$ cat config.mk
export PLATFORM = sky130hd
export DESIGN_NAME = mux4_bus_arbiter
export DESIGN_NICKNAME = d
export VERILOG_FILES = /design/src/rtl/mux4_bus_arbiter_pkg.sv /design/src/rtl/mux4_bus_arbiter_rr_pick4.sv /design/src/rtl/mux4_bus_arbiter.sv
export SDC_FILE = /design/constraint.sdc
export NUM_CORES = 1
export LEC_CHECK = 0
export CAP_MARGIN = 40
export CORE_MARGIN = 2
export CORE_UTILIZATION = 35
export CTS_CLUSTER_SIZE = 16
export DETAILED_ROUTE_END_ITERATION = 8
export HOLD_SLACK_MARGIN = 0.08
export SETUP_SLACK_MARGIN = 0.15
export SKIP_CTS_REPAIR_TIMING = 1
export SYNTH_ARGS = -nofsm -noshare
export SYNTH_HDL_FRONTEND = slang
export SYNTH_HIERARCHICAL = 1
export SYNTH_SLANG_ARGS = --single-unit
export TNS_END_PERCENT = 100
$ cat constraint.sdc
create_clock -name clk -period 2.2 [get_ports clk]
set_input_delay 0.44 -clock clk [delete_from_list [all_inputs] [get_ports clk]]
set_output_delay 0.44 -clock clk [all_outputs]
set_load 0.1 [all_outputs]
$ cat src/rtl/mux4_bus_arbiter_pkg.sv
// rtl/mux4_bus_arbiter_pkg.sv - shared state encodings and defaults for the 4:1 bus arbiter
package mux4_bus_arbiter_pkg;

   typedef enum logic [1:0] {
      ST_IDLE = 2'd0,
      ST_OWN  = 2'd1,
      ST_TURN = 2'd2
   } state_t;

   localparam int unsigned DEF_TURNAROUND = 1;
   localparam int unsigned DEF_MAX_HOLD   = 16;

   function automatic logic [3:0] onehot4(input logic [1:0] idx);
      return 4'b0001 << idx;
   endfunction

endpackage

$ cat src/rtl/mux4_bus_arbiter_rr_pick4.sv
// rtl/mux4_bus_arbiter_rr_pick4.sv - combinational round-robin picker over four requests
module rr_pick4 (
   input  logic [3:0] req,
   input  logic [1:0] ptr,
   output logic [1:0] winner,
   output logic       any_req
);

   logic [1:0] idx;
   logic       found;

   // Search ptr+1, ptr+2, ptr+3 and finally ptr itself; the 2-bit add wraps mod 4.
   always_comb begin
      winner = '0;
      found  = 1'b0;
      idx    = '0;
      for (int k = 1; k <= 4; k++) begin
         idx = ptr + 2'(k);
         if (!found && req[idx]) begin
            winner = idx;
            found  = 1'b1;
         end
      end
      any_req = |req;
   end

endmodule

$ cat src/rtl/mux4_bus_arbiter.sv
// rtl/mux4_bus_arbiter.sv - round-robin owner/turnaround sequencer for the shared tri-state bus
module mux4_bus_arbiter
   import mux4_bus_arbiter_pkg::*;
#(
   parameter int unsigned TURNAROUND = DEF_TURNAROUND,
   parameter int unsigned MAX_HOLD   = DEF_MAX_HOLD
) (
   input  logic       clk,
   input  logic       rst_n,
   input  logic [3:0] req,
   output logic [3:0] gnt,
   output logic [1:0] sel,
   output logic       bus_en,
   output logic       busy
);

   localparam logic [3:0] TURN_INIT = 4'(TURNAROUND);
   localparam logic [7:0] HOLD_MAX  = 8'(MAX_HOLD);

   state_t     state_q, state_d;
   logic [3:0] gnt_q, gnt_d;
   logic [1:0] sel_q, sel_d;
   logic       bus_en_q, bus_en_d;
   logic       busy_q, busy_d;
   logic [1:0] ptr_q, ptr_d;
   logic [7:0] hold_cnt_q, hold_cnt_d;
   logic [3:0] turn_cnt_q, turn_cnt_d;

   logic [1:0] winner;
   logic       any_req;
   logic       grant_now;
   logic       hold_expired;

   rr_pick4 u_pick (
      .req     (req),
      .ptr     (ptr_q),
      .winner  (winner),
      .any_req (any_req)
   );

   assign hold_expired = (HOLD_MAX != 8'd0) && (hold_cnt_q == HOLD_MAX);

   always_comb begin
      state_d    = state_q;
      gnt_d      = gnt_q;
      sel_d      = sel_q;
      bus_en_d   = bus_en_q;
      ptr_d      = ptr_q;
      hold_cnt_d = hold_cnt_q;
      turn_cnt_d = turn_cnt_q;
      grant_now  = 1'b0;

      case (state_q)
         ST_IDLE: begin
            grant_now = any_req;
         end
         ST_OWN: begin
            // Release wins over any competing request; sel keeps the old owner during TURN.
            if (!req[sel_q] || hold_expired) begin
               state_d    = ST_TURN;
               gnt_d      = 4'b0000;
               bus_en_d   = 1'b0;
               hold_cnt_d = 8'd0;
               turn_cnt_d = TURN_INIT;
            end else if (hold_cnt_q != 8'hFF) begin
               hold_cnt_d = hold_cnt_q + 8'd1;
            end
         end
         ST_TURN: begin
            if (turn_cnt_q <= 4'd1) begin
               turn_cnt_d = 4'd0;
               if (any_req) begin
                  grant_now = 1'b1;
               end else begin
                  state_d = ST_IDLE;
               end
            end else begin
               turn_cnt_d = turn_cnt_q - 4'd1;
            end
         end
         default: begin
            state_d    = ST_IDLE;
            gnt_d      = 4'b0000;
            bus_en_d   = 1'b0;
            hold_cnt_d = 8'd0;
            turn_cnt_d = 4'd0;
         end
      endcase

      if (grant_now) begin
         state_d    = ST_OWN;
         gnt_d      = onehot4(winner);
         sel_d      = winner;
         bus_en_d   = 1'b1;
         ptr_d      = winner;
         hold_cnt_d = 8'd1;
         turn_cnt_d = 4'd0;
      end

      busy_d = (state_d != ST_IDLE);
   end

   always_ff @(posedge clk or negedge rst_n) begin
      if (!rst_n) begin
         state_q    <= ST_IDLE;
         gnt_q      <= 4'b0000;
         sel_q      <= 2'b00;
         bus_en_q   <= 1'b0;
         busy_q     <= 1'b0;
         ptr_q      <= 2'd3;
         hold_cnt_q <= 8'd0;
         turn_cnt_q <= 4'd0;
      end else begin
         state_q    <= state_d;
         gnt_q      <= gnt_d;
         sel_q      <= sel_d;
         bus_en_q   <= bus_en_d;
         busy_q     <= busy_d;
         ptr_q      <= ptr_d;
         hold_cnt_q <= hold_cnt_d;
         turn_cnt_q <= turn_cnt_d;
      end
   end

   assign gnt    = gnt_q;
   assign sel    = sel_q;
   assign bus_en = bus_en_q;
   assign busy   = busy_q;

endmodule

* Word-level counts from Yosys, hierarchy flattened
Index checks and enable logic that the tools add are counted.
** Cells by class
- Multipliers :: 0
- Muxes and demuxes :: 39
- Shift-type cells :: 1
- Divide/modulo/power cells :: 0
- Eq/ne operators :: 8
- Magnitude comparators :: 6
- Bitwise gates (word level) :: 0
- Reduce and logical (&&, ||, !) cells :: 15
- $add $sub $neg :: 5
** Operators with widths (count)
- 8-bit 2-to-1 mux :: 3
- 4-bit 2-to-1 mux :: 5
- 2-bit 2-to-1 mux :: 8
- 8-bit one-hot mux with 2 select lines :: 1
- 2-bit by 3-bit less-than comparator with 1-bit output (second input constant) :: 5
- 1-bit 2-to-1 mux :: 12
- 4-bit one-hot mux with 3 select lines :: 1
- 1-bit binary-select mux with 2-bit select :: 5
- 8-bit by 1-bit adder with 8-bit output (second input constant) :: 1
- 8-bit by 5-bit equality test with 1-bit output (second input constant) :: 1
- 8-bit != test (second input constant) :: 1
- 4-bit one-hot mux with 2 select lines :: 1
- 2-bit one-hot mux with 3 select lines :: 1
- 2-bit AND reduction :: 3
- 2-bit adder (second input constant) :: 2
- 4-bit by 1-bit less-or-equal comparator with 1-bit output (second input constant) :: 1
- 1-bit logical NOT :: 4
- 4-bit != test (second input constant) :: 1
- 1-bit one-hot mux with 2 select lines :: 2
- 4-bit OR reduction :: 1
- 1-bit by 2-bit left shift with 4-bit output (first input constant) :: 1
- 4-bit by 1-bit subtractor with 4-bit output (second input constant) :: 1
- 1-bit logical AND :: 3
- 3-bit != test (second input constant) :: 1
- other kinds (9) :: 9
** Word-level totals
- Register bits after elaboration :: 24
- Memories kept :: 0
- Output and inout port bits :: 8
- ROM bits :: 0
- Latch bits :: 0
- Word-level logic and storage cells :: 82
- Input bits :: 6
- RAM bits :: 0

* Logic depth before layout (Yosys ltp)
Gate-level depths: netlist of run 1.
- Depth after elaboration :: 15
- Gate-level depth with buffers :: 9
- Depth with buffers taken out :: 7

* Cells and area by module
The synthesis of run 1 kept the hierarchy.
** Modules (own cells, without submodules)
- mux4_bus_arbiter :: times used 1, cells each 148, area each 1457.6 sq um, seq. area each 603.1 sq um
- rr_pick4 :: times used 1, cells each 14, area each 81.3 sq um, seq. area each 0.0 sq um

* Worst setup path after synthesis of run 1
OpenSTA, ideal clock, no wires.
- Path type :: flip-flop to flip-flop
- Start :: register sel_q[0], in the netlist sel[0]
- End :: register turn_cnt_q[3]
- Buffers on the path :: 1
- Arrival time :: 2259 ps
- Required time :: 2049 ps
- Slack :: -210 ps
- Setup time :: 151 ps
- Period minus slack after synthesis :: 2410 ps
- Stages on the path, launching flop included :: 7
- Path through :: dfrtp_1 mux4_2 a21boi_4 and2_4 buf_6 o31ai_4 a21oi_2
** On the way
- Longest elaborated chain between the ends :: 6
** Ends and longest elaborated chain
- start, declared :: line mux4_bus_arbiter.sv:22 : logic [1:0] sel_q, sel_d;
- start signal, assigned :: line mux4_bus_arbiter.sv:116 : sel_q <= sel_d;
- 1-bit binary-select mux with 2-bit select :: line mux4_bus_arbiter.sv:59 : if (!req[sel_q] || hold_expired) begin
- 1-bit 2-to-1 mux (not written as such) :: line mux4_bus_arbiter.sv:59
- 1-bit logical NOT :: line mux4_bus_arbiter.sv:59
- 1-bit logical OR :: line mux4_bus_arbiter.sv:59
- 3-bit != test (no source line)
- 2-bit AND reduction (no source line)
- end signal, assigned :: line mux4_bus_arbiter.sv:121 : turn_cnt_q <= turn_cnt_d;
- end, declared :: line mux4_bus_arbiter.sv:27 : logic [3:0] turn_cnt_q, turn_cnt_d;
No other way between the ends. The select of a mux whose other input is x is not followed.
A chain may end at the register's enable or synchronous reset.

* Final worst setup path of run 1
- Start :: input port req[2]
- End :: register gnt_q[3], in the netlist gnt[3]
** On the way
- Longest elaborated chain between the ends :: 14
- Elaborated cells between the ends (all ways) :: 34
- Classes of those cells :: eq/ne (2); shift (1); mux (21); reduce/logical (10)
** Ends and longest elaborated chain
- start, declared :: line mux4_bus_arbiter.sv:10 : input logic [3:0] req,
- 1-bit binary-select mux with 2-bit select :: line mux4_bus_arbiter_rr_pick4.sv:19 : if (!found && req[idx]) begin
- 1-bit 2-to-1 mux (not written as such) :: line mux4_bus_arbiter_rr_pick4.sv:19
- 1-bit 2-to-1 mux :: line mux4_bus_arbiter_rr_pick4.sv:19
- 1-bit logical NOT :: line mux4_bus_arbiter_rr_pick4.sv:19
- 1-bit logical AND :: line mux4_bus_arbiter_rr_pick4.sv:19
- 1-bit 2-to-1 mux :: line mux4_bus_arbiter_rr_pick4.sv:19
- 1-bit logical NOT :: line mux4_bus_arbiter_rr_pick4.sv:19
- 1-bit logical AND :: line mux4_bus_arbiter_rr_pick4.sv:19
- 1-bit 2-to-1 mux :: line mux4_bus_arbiter_rr_pick4.sv:19
- 1-bit logical NOT :: line mux4_bus_arbiter_rr_pick4.sv:19
- 1-bit logical AND :: line mux4_bus_arbiter_rr_pick4.sv:19
- 2-bit 2-to-1 mux :: line mux4_bus_arbiter_rr_pick4.sv:19
- 1-bit by 2-bit left shift with 4-bit output :: line mux4_bus_arbiter_pkg.sv:14 : return 4'b0001 << idx;
- 4-bit 2-to-1 mux :: line mux4_bus_arbiter.sv:90 : if (grant_now) begin
- end signal, assigned :: line mux4_bus_arbiter.sv:115 : gnt_q <= gnt_d;
- end, declared :: line mux4_bus_arbiter.sv:21 : logic [3:0] gnt_q, gnt_d;
Parallel ways exist; a longest one is shown, timed or not. The select of a mux whose other input is x is not followed.

==> impl_metrics.toml, run 1 <==
[setup_path]
critPathLaunchType = "primary input"
cp.required_ns = 2.36
reg2reg_to = "state_q[0]"
reg2reg_depth = 8
reg2reg_setup_slack_ns = 0.30
worst_ep_arrival_time_ns = 2.14
critPathKind = "in -> reg"
worstReg2RegStart = "state_q[0]"
critPathCaptureType = "flop"
crit_fanout = 5

[drt]
postRouteAntennaNets = 0
drc = 0
drt_first_iter_violations = 66
wl_mm = 3.55
dr.pass1.iters = 4
num_vias = 1302
detail_route.vias_per_cell = 5.40
detail_route.wl_per_cell_um = 14.7

[sta]
worstMarginPinSlew_ns = 0.366
grt_setup_unrepaired = "false"
slew_viol_final = 0
finalSetupViolations = 0
hold_viol = 0
finalClockSkew_ns = 0.00799
setup_ws_ns = 0.223
finalCritPeriodShare = 0.899
holdWs_ns = 0.486
finalCriticalPeriod_ns = 1.98
max_freq_mhz = 506
relSlewSlack = 0.755

[die]
core_mm2 = 0.00429
io_pins = 14
dieArea_mm2 = 0.00494
rows = 24
initial_core_util = 0.358
dieHeight_um = 70.3
die_w_um = 70.3

[synth]
syn_area_mm2 = 0.00154
yosys-top-cells-area = "dfrtp_1 36%, ha_1 6.5%, nand2_1 5.6%"
ys_ff_latch = 24
ys_warn_count = 6
yosysTopAreaCellShare = 0.358
synth_area_per_cell_um2 = 9.50
yosysSeqAreaShare = 0.392
synth_edf_count = 0
syn_nets = 176
synth-async-reset-ratio = 1.00
yosysTopAreaCell = "dfrtp_1"
synth_ff_type = "dfrtp_1"
syn_inst = 162
yosysUniqueCellTypes = 51

[cts]
path_clk_slew_ns = 0.09
htreeDepth = 1
cts_buffers = 3
cts_tree = "built"
cts_num_sinks = 24
clk_latency_ns = 0.27
cts_buffer_depth = 2
cts-root-buf = "clkbuf_8"

[run_status]
status = "completed"

[global_route]
grt_use_met2 = 0.266
grt_pass1_wl_mm = 6.13
antenna_found_initial = 0
grt_max_degree = 25
grt-ovfl-total = 0
grt_pass1_vias = 1330
met3_usage = 0.0303
top_usage_layer = "met2"
track_usage = 0.152
use_met1 = 0.196

[final_layout]
antenna_cells = 0
final_nets = 205
drive_gt1_frac = 0.254
synthToLayoutAreaGrowth_pct = 21.1
post-route-util = 0.434

[power]
fin_total_pwr_mw = 2.81
peakVddDrop_mv = 0.701
p_leak_nw = 0.880
p_per_area_mw_per_mm2 = 1510

[placed_design]
pre_cts_ws_ns = -0.0946
port_buffers = 13
hpwlAfterDp_mm = 2.70
place_congestion = 0.848

[hold_path]
hold_path_class = "reg -> reg"
min-delay-start = "gnt[0]"
whs_path_depth = 1
min_to = "gnt[0]"

[flow_run]
max-cap-violations = 0
## power breakdown
group	internal, mW	switching (mW)	total (mW)
sequential	0.599	0.113	0.712
combinational	0.626	1.21	1.84
clock	0.123	0.141	0.264
## state kept, by name, indices dropped and copies added (netlist names)
register,count
sel,2
busy,1
turn_cnt_q,4
hold_cnt_q,8
ptr_q,2
state_q,2
gnt,4
bus_en,1
## critical path, stage by stage
cell and delay (ns):
clkdlybuf4s50_1 0.46, mux4_2 0.50, a21boi_4 0.18, nand3_1 0.18, nand2_1 0.14, a32o_1 0.23
## cells by family (layout without fill, tap and decap cells)
logic type | Yosys count | count (layout) | synth area share
buf+inv | 15 | 42 | 0.0447
flops | 24 | 24 | 0.392
mux | 2 | 2 | 0.0211
simple gates | 63 | 63 | 0.215
fa+ha+maj | 8 | 8 | 0.0650
compound gates | 50 | 50 | 0.263
## layout make-up
cell class,instances,area (um^2)
multi-input combinational,123,873
tap,52,65.1
sequential,24,608
fill,420,2430
clock buffer,3,41.3
timing repair buffer,30,243
inverter,9,33.8
## layer usage
layer  up-vias  wire length (um)
met1       629              1620
met3         2               117
met5         -                 0
met2        22              1790
met4         0                24
li1        649                 -
## per-stage QoR
step | instance area (um^2) | instances | TNS [ns]
after detailed placement | 1790 | 235 | -0.771
after global placement | 1790 | 235 | -0.283
final | 1860 | 241 | 0
after global routing | 1860 | 241 | 0
after floorplan | 1540 | 162 | 0
after CTS | 1830 | 238 | 0
## cells in the final DEF, fill, tap and decap left out, drive strengths merged, types with 6 or more instances in the layout
cell type  count
inv            9
a21oi         11
nand2         23
dfrtp         22
o21ai          8
nor3           6
nand3          6
buf           25
ha             8
nor2          10
## how the worst max path moves through the flow
stage | startpoint | end | slack [ns] | cells after the start
after detailed placement | req[0] | gnt[3] | -0.09 | 6
after global routing | req[1] | hold_cnt_q[3] | 0.15 | 6
after floorplan | sel[0] | turn_cnt_q[3] | 0.18 | 6
after CTS | req[0] | state_q[0] | 0.19 | 9
final | req[2] | gnt[3] | 0.22 | 6
after global placement | req[0] | gnt[3] | -0.07 | 6
## cells in the mapped netlist (all sizes together), types with 2 or more instances
cell type  instances
nor2b              3
o21ai              8
a31oi              5
a21o               5
nor3b              2
o31ai              3
nand2b             2
o2bb2ai            3
dfstp              2
and3               4
ha                 8
a211oi             2
clkbuf             2
a21oi             11
a32o               2
and2               2
nor2              10
nand3              6
a21boi             2
nor3               6
buf                4
inv                9
dfrtp             22
nand2             23
(Power assumes the default switching activity.)
==> inputs of run 2 (changes only) <==
Settings changed: CORE_UTILIZATION 35 to 57, PLACE_DENSITY set to 0.79.
==> impl_metrics.toml, run 2 (same netlist as run 1, synthesis figures left out) <==
[run_status]
status = "completed"

[die]
io_pins = 14
die_w_um = 56.0
core_mm2 = 0.00252
rows = 18
dieHeight_um = 56.0
initial_core_util = 0.610
dieArea_mm2 = 0.00313

[drt]
detail_route.vias_per_cell = 6.11
drc = 0
detail_route.wl_per_cell_um = 15.3
dr.pass1.iters = 4
wl_mm = 3.33
num_vias = 1331
postRouteAntennaNets = 0
drt_first_iter_violations = 51

[sta]
finalSetupViolations = 0
grt_setup_unrepaired = "false"
max_freq_mhz = 526
holdWs_ns = 0.464
finalCriticalPeriod_ns = 1.90
setup_ws_ns = 0.299
finalClockSkew_ns = 0.00251
relSlewSlack = 0.704
finalCritPeriodShare = 0.864
slew_viol_final = 0
hold_viol = 0
worstMarginPinSlew_ns = 0.439

[global_route]
grt_max_degree = 25
track_usage = 0.230
grt_pass1_vias = 1298
antenna_found_initial = 0
grt_pass1_wl_mm = 5.81
grt-ovfl-total = 0

[cts]
path_clk_slew_ns = 0.13
cts_tree = "built"
clk_latency_ns = 0.31
cts_buffer_depth = 2
cts-root-buf = "clkbuf_4"
htreeDepth = 1
cts_num_sinks = 24
cts_buffers = 3

[placed_design]
pre_cts_ws_ns = -0.0317
hpwlAfterDp_mm = 2.53
dp.cells = 214
place_congestion = 0.820
port_buffers = 13

[final_layout]
synthToLayoutAreaGrowth_pct = 17.6
regArea_um2 = 608
post-route-util = 0.717
drive_gt1_frac = 0.245
multiInputGateArea_um2 = 871
layout_common_cells = "23 x nand2_1, 23 x buf_4, 20 x dfrtp_1"
n_fill_cell = 190
antenna_cells = 0
final_nets = 203
final-instance-count-excl-fill = 218
largest_reg_flops = 8
regMostFlops = "hold_cnt_q"

[flow_run]
max-cap-violations = 0

[setup_path]
reg2reg_setup_slack_ns = 0.32
critPathLaunchType = "primary input"
crit_fanout = 4
worstReg2RegStart = "turn_cnt_q[0]"
cp.required_ns = 2.42
reg2reg_to = "hold_cnt_q[1]"
reg2reg_depth = 7
worst_ep_arrival_time_ns = 2.12
critPathKind = "in -> reg"
critPathCaptureType = "flop"

[power]
p_leak_nw = 0.849
peakVddDrop_mv = 1.40
p_per_area_mw_per_mm2 = 1480

[hold_path]
hold_path_class = "in -> async"
## run 2: cell count changes in the layout (fill, tap and decap cells not counted)
cell,change
nand2_2,-1
ha_1,-1
clkdlybuf4s50_1,+2
nand2_1,+1
nor2_1,+1
ha_2,+1
nor2_2,-1
clkbuf_4,+3
buf_4,-2
clkbuf_8,-2
dlymetal6s2s_1,-2
## run 2: stage by stage
stage / TNS [ns] / area [um^2] / total power, mW
6_report: 0 / 1810 / 2.68
5_1_grt: 0 / 1810 / 2.86
4_1_cts: 0 / 1810 / 2.69
3_5_place_dp: -0.0699 / 1770 / 2.45
3_3_place_gp: -0.00253 / 1770 / 2.41
2_1_floorplan: 0 / 1540 / 2.01
## run 2: power by group
| part | switching (mW) | internal (mW) |
|---|---|---|
| sequential | 0.120 | 0.598 |
| combinational | 1.17 | 0.559 |
| clock | 0.130 | 0.101 |
## run 2: layout make-up
class	count	area share
multi-input combinational	123	0.481
sequential	24	0.336
timing repair buffer	28	0.123
tap	30	0.0207
clock buffer	4	0.0201
inverter	9	0.0187
## run 2: critical path: stages
cell and delay [ns]:
clkdlybuf4s50_1 0.45, nor2_1 0.17, nand2_1 0.12, or4_1 0.50
and3_1 0.20, o21ai_1 0.16, nand2b_1 0.07
## run 2: worst max-delay path by stage
stage	end	slack (ns)	cells past startpoint	startpoint
global placement	busy	-0.003	7	req[2]
global route	hold_cnt_q[1]	0.16	7	turn_cnt_q[0]
detailed placement	hold_cnt_q[0]	-0.03	9	req[2]
CTS	hold_cnt_q[6]	0.24	7	turn_cnt_q[0]
floorplan	turn_cnt_q[3]	0.18	6	sel[0]
finish	busy	0.30	7	req[3]
## run 2: metal layers
metal	global-route usage	wire, um
met4	0.0748	31
met3	0.0279	137
met1	0.305	1440
met5	0	0
met2	0.392	1720
